**src/rtl/fluxo_dados_pkg.sv**
```systemverilog
// Shared constants and helpers for the Genius-style game datapath.
// Holds the default sizing of buttons, memory, rounds and inactivity timeout.
package fluxo_dados_pkg;

    localparam int NB_PADRAO        = 4;
    localparam int AW_PADRAO        = 4;
    localparam int N_RODADAS_PADRAO = 16;
    localparam int TIMEOUT_PADRAO   = 5000;

    // Bits needed to count 0..valor-1; valor is expected to be at least 2.
    function automatic int clog2(input int valor);
        int bits;
        int resto;
        bits  = 0;
        resto = valor - 1;
        while (resto > 0) begin
            bits  = bits + 1;
            resto = resto >> 1;
        end
        return bits;
    endfunction

endpackage

```
**src/rtl/contador_mod.sv**
```systemverilog
// Generic modulo counter with synchronous clear and enable.
// Wraps from MOD-1 to 0, or holds at MOD-1 when SATURA is set.
module contador_mod #(
    parameter int MOD    = 16,
    parameter int WIDTH  = 4,
    parameter bit SATURA = 1'b0
) (
    input  logic             i_clock,
    input  logic             i_reset,
    input  logic             i_zera,
    input  logic             i_conta,
    output logic [WIDTH-1:0] o_valor,
    output logic             o_fim
);

    localparam logic [WIDTH-1:0] ULTIMO = WIDTH'(MOD - 1);

    logic [WIDTH-1:0] r_valor;

    // NOTE: sequential state uses non-blocking assignments so every flop
    // samples the pre-edge values, independent of process ordering.
    always_ff @(posedge i_clock or negedge i_reset) begin
        if (!i_reset) begin
            r_valor <= '0;
        end else if (i_zera) begin
            r_valor <= '0;
        end else if (i_conta) begin
            if (r_valor == ULTIMO) begin
                r_valor <= SATURA ? ULTIMO : '0;
            end else begin
                r_valor <= r_valor + 1'b1;
            end
        end
    end

    assign o_valor = r_valor;
    assign o_fim   = (r_valor == ULTIMO);

endmodule

```
**src/rtl/fluxo_dados_param.sv**
```systemverilog
// Datapath of the memory game: button edge detection, play register,
// sequence memory, play/round counters and inactivity timer.
module fluxo_dados_param
    import fluxo_dados_pkg::*;
#(
    parameter int NB        = NB_PADRAO,
    parameter int AW        = AW_PADRAO,
    parameter int N_RODADAS = N_RODADAS_PADRAO,
    parameter int TIMEOUT   = TIMEOUT_PADRAO
) (
    input  logic                        clock,
    input  logic                        reset,
    input  logic                        zera_jogada,
    input  logic                        conta_jogada,
    input  logic                        zera_rodada,
    input  logic                        conta_rodada,
    input  logic                        zera_reg,
    input  logic                        registra_reg,
    input  logic                        zera_inativo,
    input  logic                        conta_inativo,
    input  logic                        grava_mem,
    input  logic [NB-1:0]               botoes,
    output logic                        jogada_feita,
    output logic                        jogada_igual,
    output logic                        jogada_valida,
    output logic                        fim_jogada,
    output logic                        fim_rodada,
    output logic                        fim_jogo,
    output logic                        inativo,
    output logic                        db_tem_jogada,
    output logic [NB-1:0]               db_jogada,
    output logic [NB-1:0]               db_memoria,
    output logic [AW-1:0]               db_contagem,
    output logic [AW-1:0]               db_rodada,
    output logic [clog2(TIMEOUT)-1:0]   db_contagem_inativo
);

    localparam int CW    = clog2(TIMEOUT);
    localparam int DEPTH = 2 ** AW;

    logic          w_tem_jogada;
    logic          r_tem_prev;
    logic          r_jogada_feita;
    logic [NB-1:0] r_jogada;
    // NOTE: the memory has no reset; it starts at zero from its declaration
    // and keeps its contents across reset, so no reset branch is written.
    logic [NB-1:0] r_mem [DEPTH] = '{default: '0};

    assign w_tem_jogada = |botoes;

    // Previous level resets to 1 so a button held through reset release
    // is not mistaken for a new press.
    always_ff @(posedge clock or negedge reset) begin
        if (!reset) begin
            r_tem_prev     <= 1'b1;
            r_jogada_feita <= 1'b0;
        end else begin
            r_tem_prev     <= w_tem_jogada;
            r_jogada_feita <= w_tem_jogada & ~r_tem_prev;
        end
    end

    always_ff @(posedge clock or negedge reset) begin
        if (!reset) begin
            r_jogada <= '0;
        end else if (zera_reg) begin
            r_jogada <= '0;
        end else if (registra_reg) begin
            r_jogada <= botoes;
        end
    end

    // A write coinciding with reset is dropped so reset never alters memory.
    always_ff @(posedge clock) begin
        if (grava_mem && reset) begin
            r_mem[db_contagem] <= r_jogada;
        end
    end

    contador_mod #(
        .MOD    (N_RODADAS),
        .WIDTH  (AW),
        .SATURA (1'b0)
    ) u_cont_jogada (
        .i_clock (clock),
        .i_reset (reset),
        .i_zera  (zera_jogada),
        .i_conta (conta_jogada),
        .o_valor (db_contagem),
        .o_fim   (fim_jogada)
    );

    contador_mod #(
        .MOD    (N_RODADAS),
        .WIDTH  (AW),
        .SATURA (1'b0)
    ) u_cont_rodada (
        .i_clock (clock),
        .i_reset (reset),
        .i_zera  (zera_rodada),
        .i_conta (conta_rodada),
        .o_valor (db_rodada),
        .o_fim   (fim_jogo)
    );

    contador_mod #(
        .MOD    (TIMEOUT),
        .WIDTH  (CW),
        .SATURA (1'b1)
    ) u_cont_inativo (
        .i_clock (clock),
        .i_reset (reset),
        .i_zera  (zera_inativo),
        .i_conta (conta_inativo),
        .o_valor (db_contagem_inativo),
        .o_fim   (inativo)
    );

    assign db_tem_jogada = w_tem_jogada;
    assign jogada_feita  = r_jogada_feita;
    assign db_jogada     = r_jogada;
    assign db_memoria    = r_mem[db_contagem];
    assign jogada_igual  = (db_memoria == r_jogada);
    assign fim_rodada    = (db_contagem == db_rodada);
    assign jogada_valida = (r_jogada != '0) && ((r_jogada & (r_jogada - 1'b1)) == '0);

endmodule

```
**config.mk**
```make
export PLATFORM = sky130hd
export DESIGN_NAME = fluxo_dados_param
export DESIGN_NICKNAME = d
export VERILOG_FILES = /design/src/rtl/fluxo_dados_pkg.sv /design/src/rtl/contador_mod.sv /design/src/rtl/fluxo_dados_param.sv
export SDC_FILE = /design/constraint.sdc
export NUM_CORES = 1
export LEC_CHECK = 0
export ABC_CLOCK_PERIOD_IN_PS = 1900
export CORE_ASPECT_RATIO = 1.1
export CORE_MARGIN = 5
export CORE_UTILIZATION = 50
export CTS_CLUSTER_DIAMETER = 60
export DETAILED_ROUTE_END_ITERATION = 10
export PLACE_DENSITY = 0.72
export RECOVER_POWER = 100
export SLEW_MARGIN = 20
export SYNTH_ARGS = -nofsm -noshare
export SYNTH_HDL_FRONTEND = slang
export SYNTH_SLANG_ARGS = --single-unit
```
**constraint.sdc**
```tcl
create_clock -name clock -period 1.9 [get_ports clock]
set_clock_uncertainty 0.05 [all_clocks]
set_input_delay 0.285 -clock clock [delete_from_list [all_inputs] [get_ports clock]]
set_output_delay 0.285 -clock clock [all_outputs]
set_load 0.05 [all_outputs]
```
==> metrics.cfg <==
[run_status]
status=finished, violations left
violations=negative setup slack

[sta]
slew_violations=0
fin_hold_ws_ps=422.1
finalCritPeriodShare=1.486
setup_viol=45
worst_slew_pin_slew_ps=987.1
period_minus_slack_ps=2823
setup_ws_ps=-922.7
rsz0062_at_grt=true
finalHoldViolCount=0
fmax_ghz=0.3543
relSlewSlack=0.3419
totalNegativeSetupSlack_ps=-8531

[worst_setup_path]
cp.required_ps=1560
slowest_delay_ps=500
critPathMaxFanout=4
regToRegStartpoint=u_cont_jogada.o_valor[0]
r2r_cells=6
arrival_ps=2490
timing.rr.end=r_mem[0][2]
worstSetupPathType=register to primary output
crit_end=jogada_igual
crit_path_end_kind=primary output
rrSetupSlack_ps=-140
cp_cell_sequence=buf_4, buf_4, mux4_2, mux2_4, mux2i_4, xnor2_1, nor4_4, buf_12
startpoint=u_cont_jogada.o_valor[2]
cp-start-kind=register
cp_common_cell=buf_4
cpMaxStageDelayCell=mux4_2

[drt]
route.layer.met1.wl_um=4034
met3_length_um=487
viasPerCell=5.539
dr.pass1.iters=4
wirelength_um=10070
num_vias=3063
wl_met2_um=5395
routedWlPerCell_um=18.22
drtIter0Drc=247
routed.top_layer=met4
drc=0
antenna_left=0

[cts]
cts_tree=built
clock_path_buffers=2
clkTransAtPathRegs_ps=80
cts_buffers=9
cts_root_buffer=clkbuf_8
clk_latency_ps=350
h-tree-depth=3
clock_sinks=91

[placement]
gp_congestion=0.8484
port_buffers=51
dpl.hpwl_um=7107

[global_routing]
grt_pass1_vias=3247
grt_first_pass_wirelength_um=16500
antenna_found_initial=0
grt_usage=0.2039
grt_max_degree=22
grt_overflow=0

[logic_synthesis]
avgSynthCellArea_um2=13.34
yosysUniqueCellTypes=45
synthCells=315
synth_fp_nets=336
synthFlopType=edfxtp_1
ys_async_sr_fraction=0.2967
synth_seq_area_share=0.6185
synth_enable_flop_cells=64
syn-cell-area_um2=4202
synth_warnings=0
ys_ff_latch=91

[min_path]
hold_class=input pin to async pin

[finish]
diodes=0
nets=458
fin_util=0.7019
fillers=572
syn_to_final_growth_pct=38.27
drive_above_1_share=0.3620

[floorplanning]
dieHeight_um=106.1
dieArea_um2=10340
die_x_um=97.40
rows=35
core-area_um2=8277
start_util=0.5076
io_pins=52

[flow_run]
cap_violations=0

[pwr]
power_density_nw_per_um2=715.5
ir_drop_uv=409.0
p_leak_nw=2.198

==> kinds of logic (layout without fill, tap and decap cells) <==
logic type | Yosys count | after routing | synth area share
buf+inv | 19 | 146 | 0.01906
xor+xnor | 15 | 15 | 0.03127
compound gates | 37 | 37 | 0.05301
simple gates | 114 | 114 | 0.1415
mux | 33 | 33 | 0.1188
fa+ha+maj | 6 | 6 | 0.01787
flops | 91 | 91 | 0.6185
==> cell type report <==
class                           instances  area [um^2]  share of cell area
Clock inverter                          2        35.03            0.006031
Tap cell                              111        138.9             0.02391
Clock buffer                           14        163.9             0.02821
Multi-Input combinational cell        205         1723              0.2966
Sequential cell                        91         2615              0.4501
Inverter                                5        21.27            0.003661
Timing Repair Buffer                  125         1112              0.1915
==> how the worst min path moves through the flow <==
stage	startpoint	endpoint	slack, ps	cells after the start
5_1_grt	reset	u_cont_jogada.o_valor[3]	450	2
2_1_floorplan	reset	db_jogada[0]	-60	0
4_1_cts	reset	u_cont_jogada.o_valor[0]	270	2
6_report	reset	u_cont_jogada.o_valor[0]	420	2
3_5_place_dp	r_tem_prev	jogada_feita	440	1
3_3_place_gp	r_tem_prev	jogada_feita	420	1
==> where the power goes <==
| group | internal, W | switching, W | total (W) | leakage (nW) |
|---|---|---|---|---|
| Clock | 0.000689 | 0.000629 | 0.00132 | 0.0998 |
| Sequential | 0.00215 | 0.0000301 | 0.00218 | 0.937 |
| Combinational | 0.000287 | 0.000368 | 0.000655 | 1.16 |
| Total | 0.00313 | 0.00103 | 0.00416 | 2.20 |
==> stage by stage <==
stage	total power, W	cells	instance area, um^2	worst slack (ps)
after detailed placement	0.002831	517	5400	-599.1
after CTS	0.004188	549	5819	-897.2
after global placement	0.002822	517	5400	-528.5
after global routing	0.004320	553	5809	-1040
after floorplan	0.002557	315	4325	-851.1
final	0.004156	553	5809	-922.7
==> registers in the layout, summed over array words and instances, names as in the netlist <==
signal,cells
r_mem,64
u_cont_inativo.o_valor,13
u_cont_rodada.o_valor,4
r_tem_prev,1
u_cont_jogada.o_valor,4
db_jogada,4
jogada_feita,1
==> synth_stat cells (all sizes together) (6+ instances only) <==
| cell type | instances | area, um^2 |
|---|---|---|
| clkbuf | 11 | 41.29 |
| nand3 | 8 | 40.04 |
| mux2i | 16 | 172.7 |
| nand4 | 8 | 50.05 |
| ha | 6 | 75.07 |
| nand2 | 20 | 75.07 |
| a21oi | 10 | 50.05 |
| nor2 | 39 | 146.4 |
| o21ai | 12 | 60.06 |
| mux4 | 12 | 270.3 |
| xor2 | 12 | 105.1 |
| edfxtp | 64 | 1922 |
| dfrtp | 26 | 650.6 |
==> critical path: cells and delay by family (launching register included) <==
family                    cells  cell delay (ps)
and+or+nand+nor               1              190
muxes                         3              960
xor gates and xnor gates      1              110
DFF                           1              430
buffers and inverters         3              450
==> routing by layer <==
metal	global-route usage	up-vias
met4	0.06726	0
met3	0.03478	13
met5	0	-
met2	0.3604	104
met1	0.2546	1514
li1	-	1432
==> cells in the final DEF (no fill, tap or decap), types with 5 or more instances in the layout <==
cell type        Yosys  routed
a21oi_1             10       8
a22oi_2              0       5
buf_12               0      14
buf_4                0      55
buf_6                1      10
clkbuf_1            11      27
clkbuf_8             0       9
clkdlybuf4s50_1      0      13
dfrtp_1             26      15
dfrtp_2              0      10
edfxtp_1            64      64
ha_1                 6       5
mux2i_1             15      14
mux4_2              12      12
nand2_1             20      19
nand2b_1             5       5
nand3_1              8       8
nand4_1              8       8
nor2_1              39      38
o21ai_0              8       6
or3_1                5       5
xor2_1              12      11
==> timing repair <==
| action | 4_1_cts | 5_1_grt |
|---|---|---|
| resized for setup | 33 | 16 |
| setup endpoints to repair | 13 | 28 |
| hold buffers | 0 | 0 |
| buffers inserted | 17 | 8 |
| pin swaps | 3 | 7 |
Power figures use the tool's default switching activity.
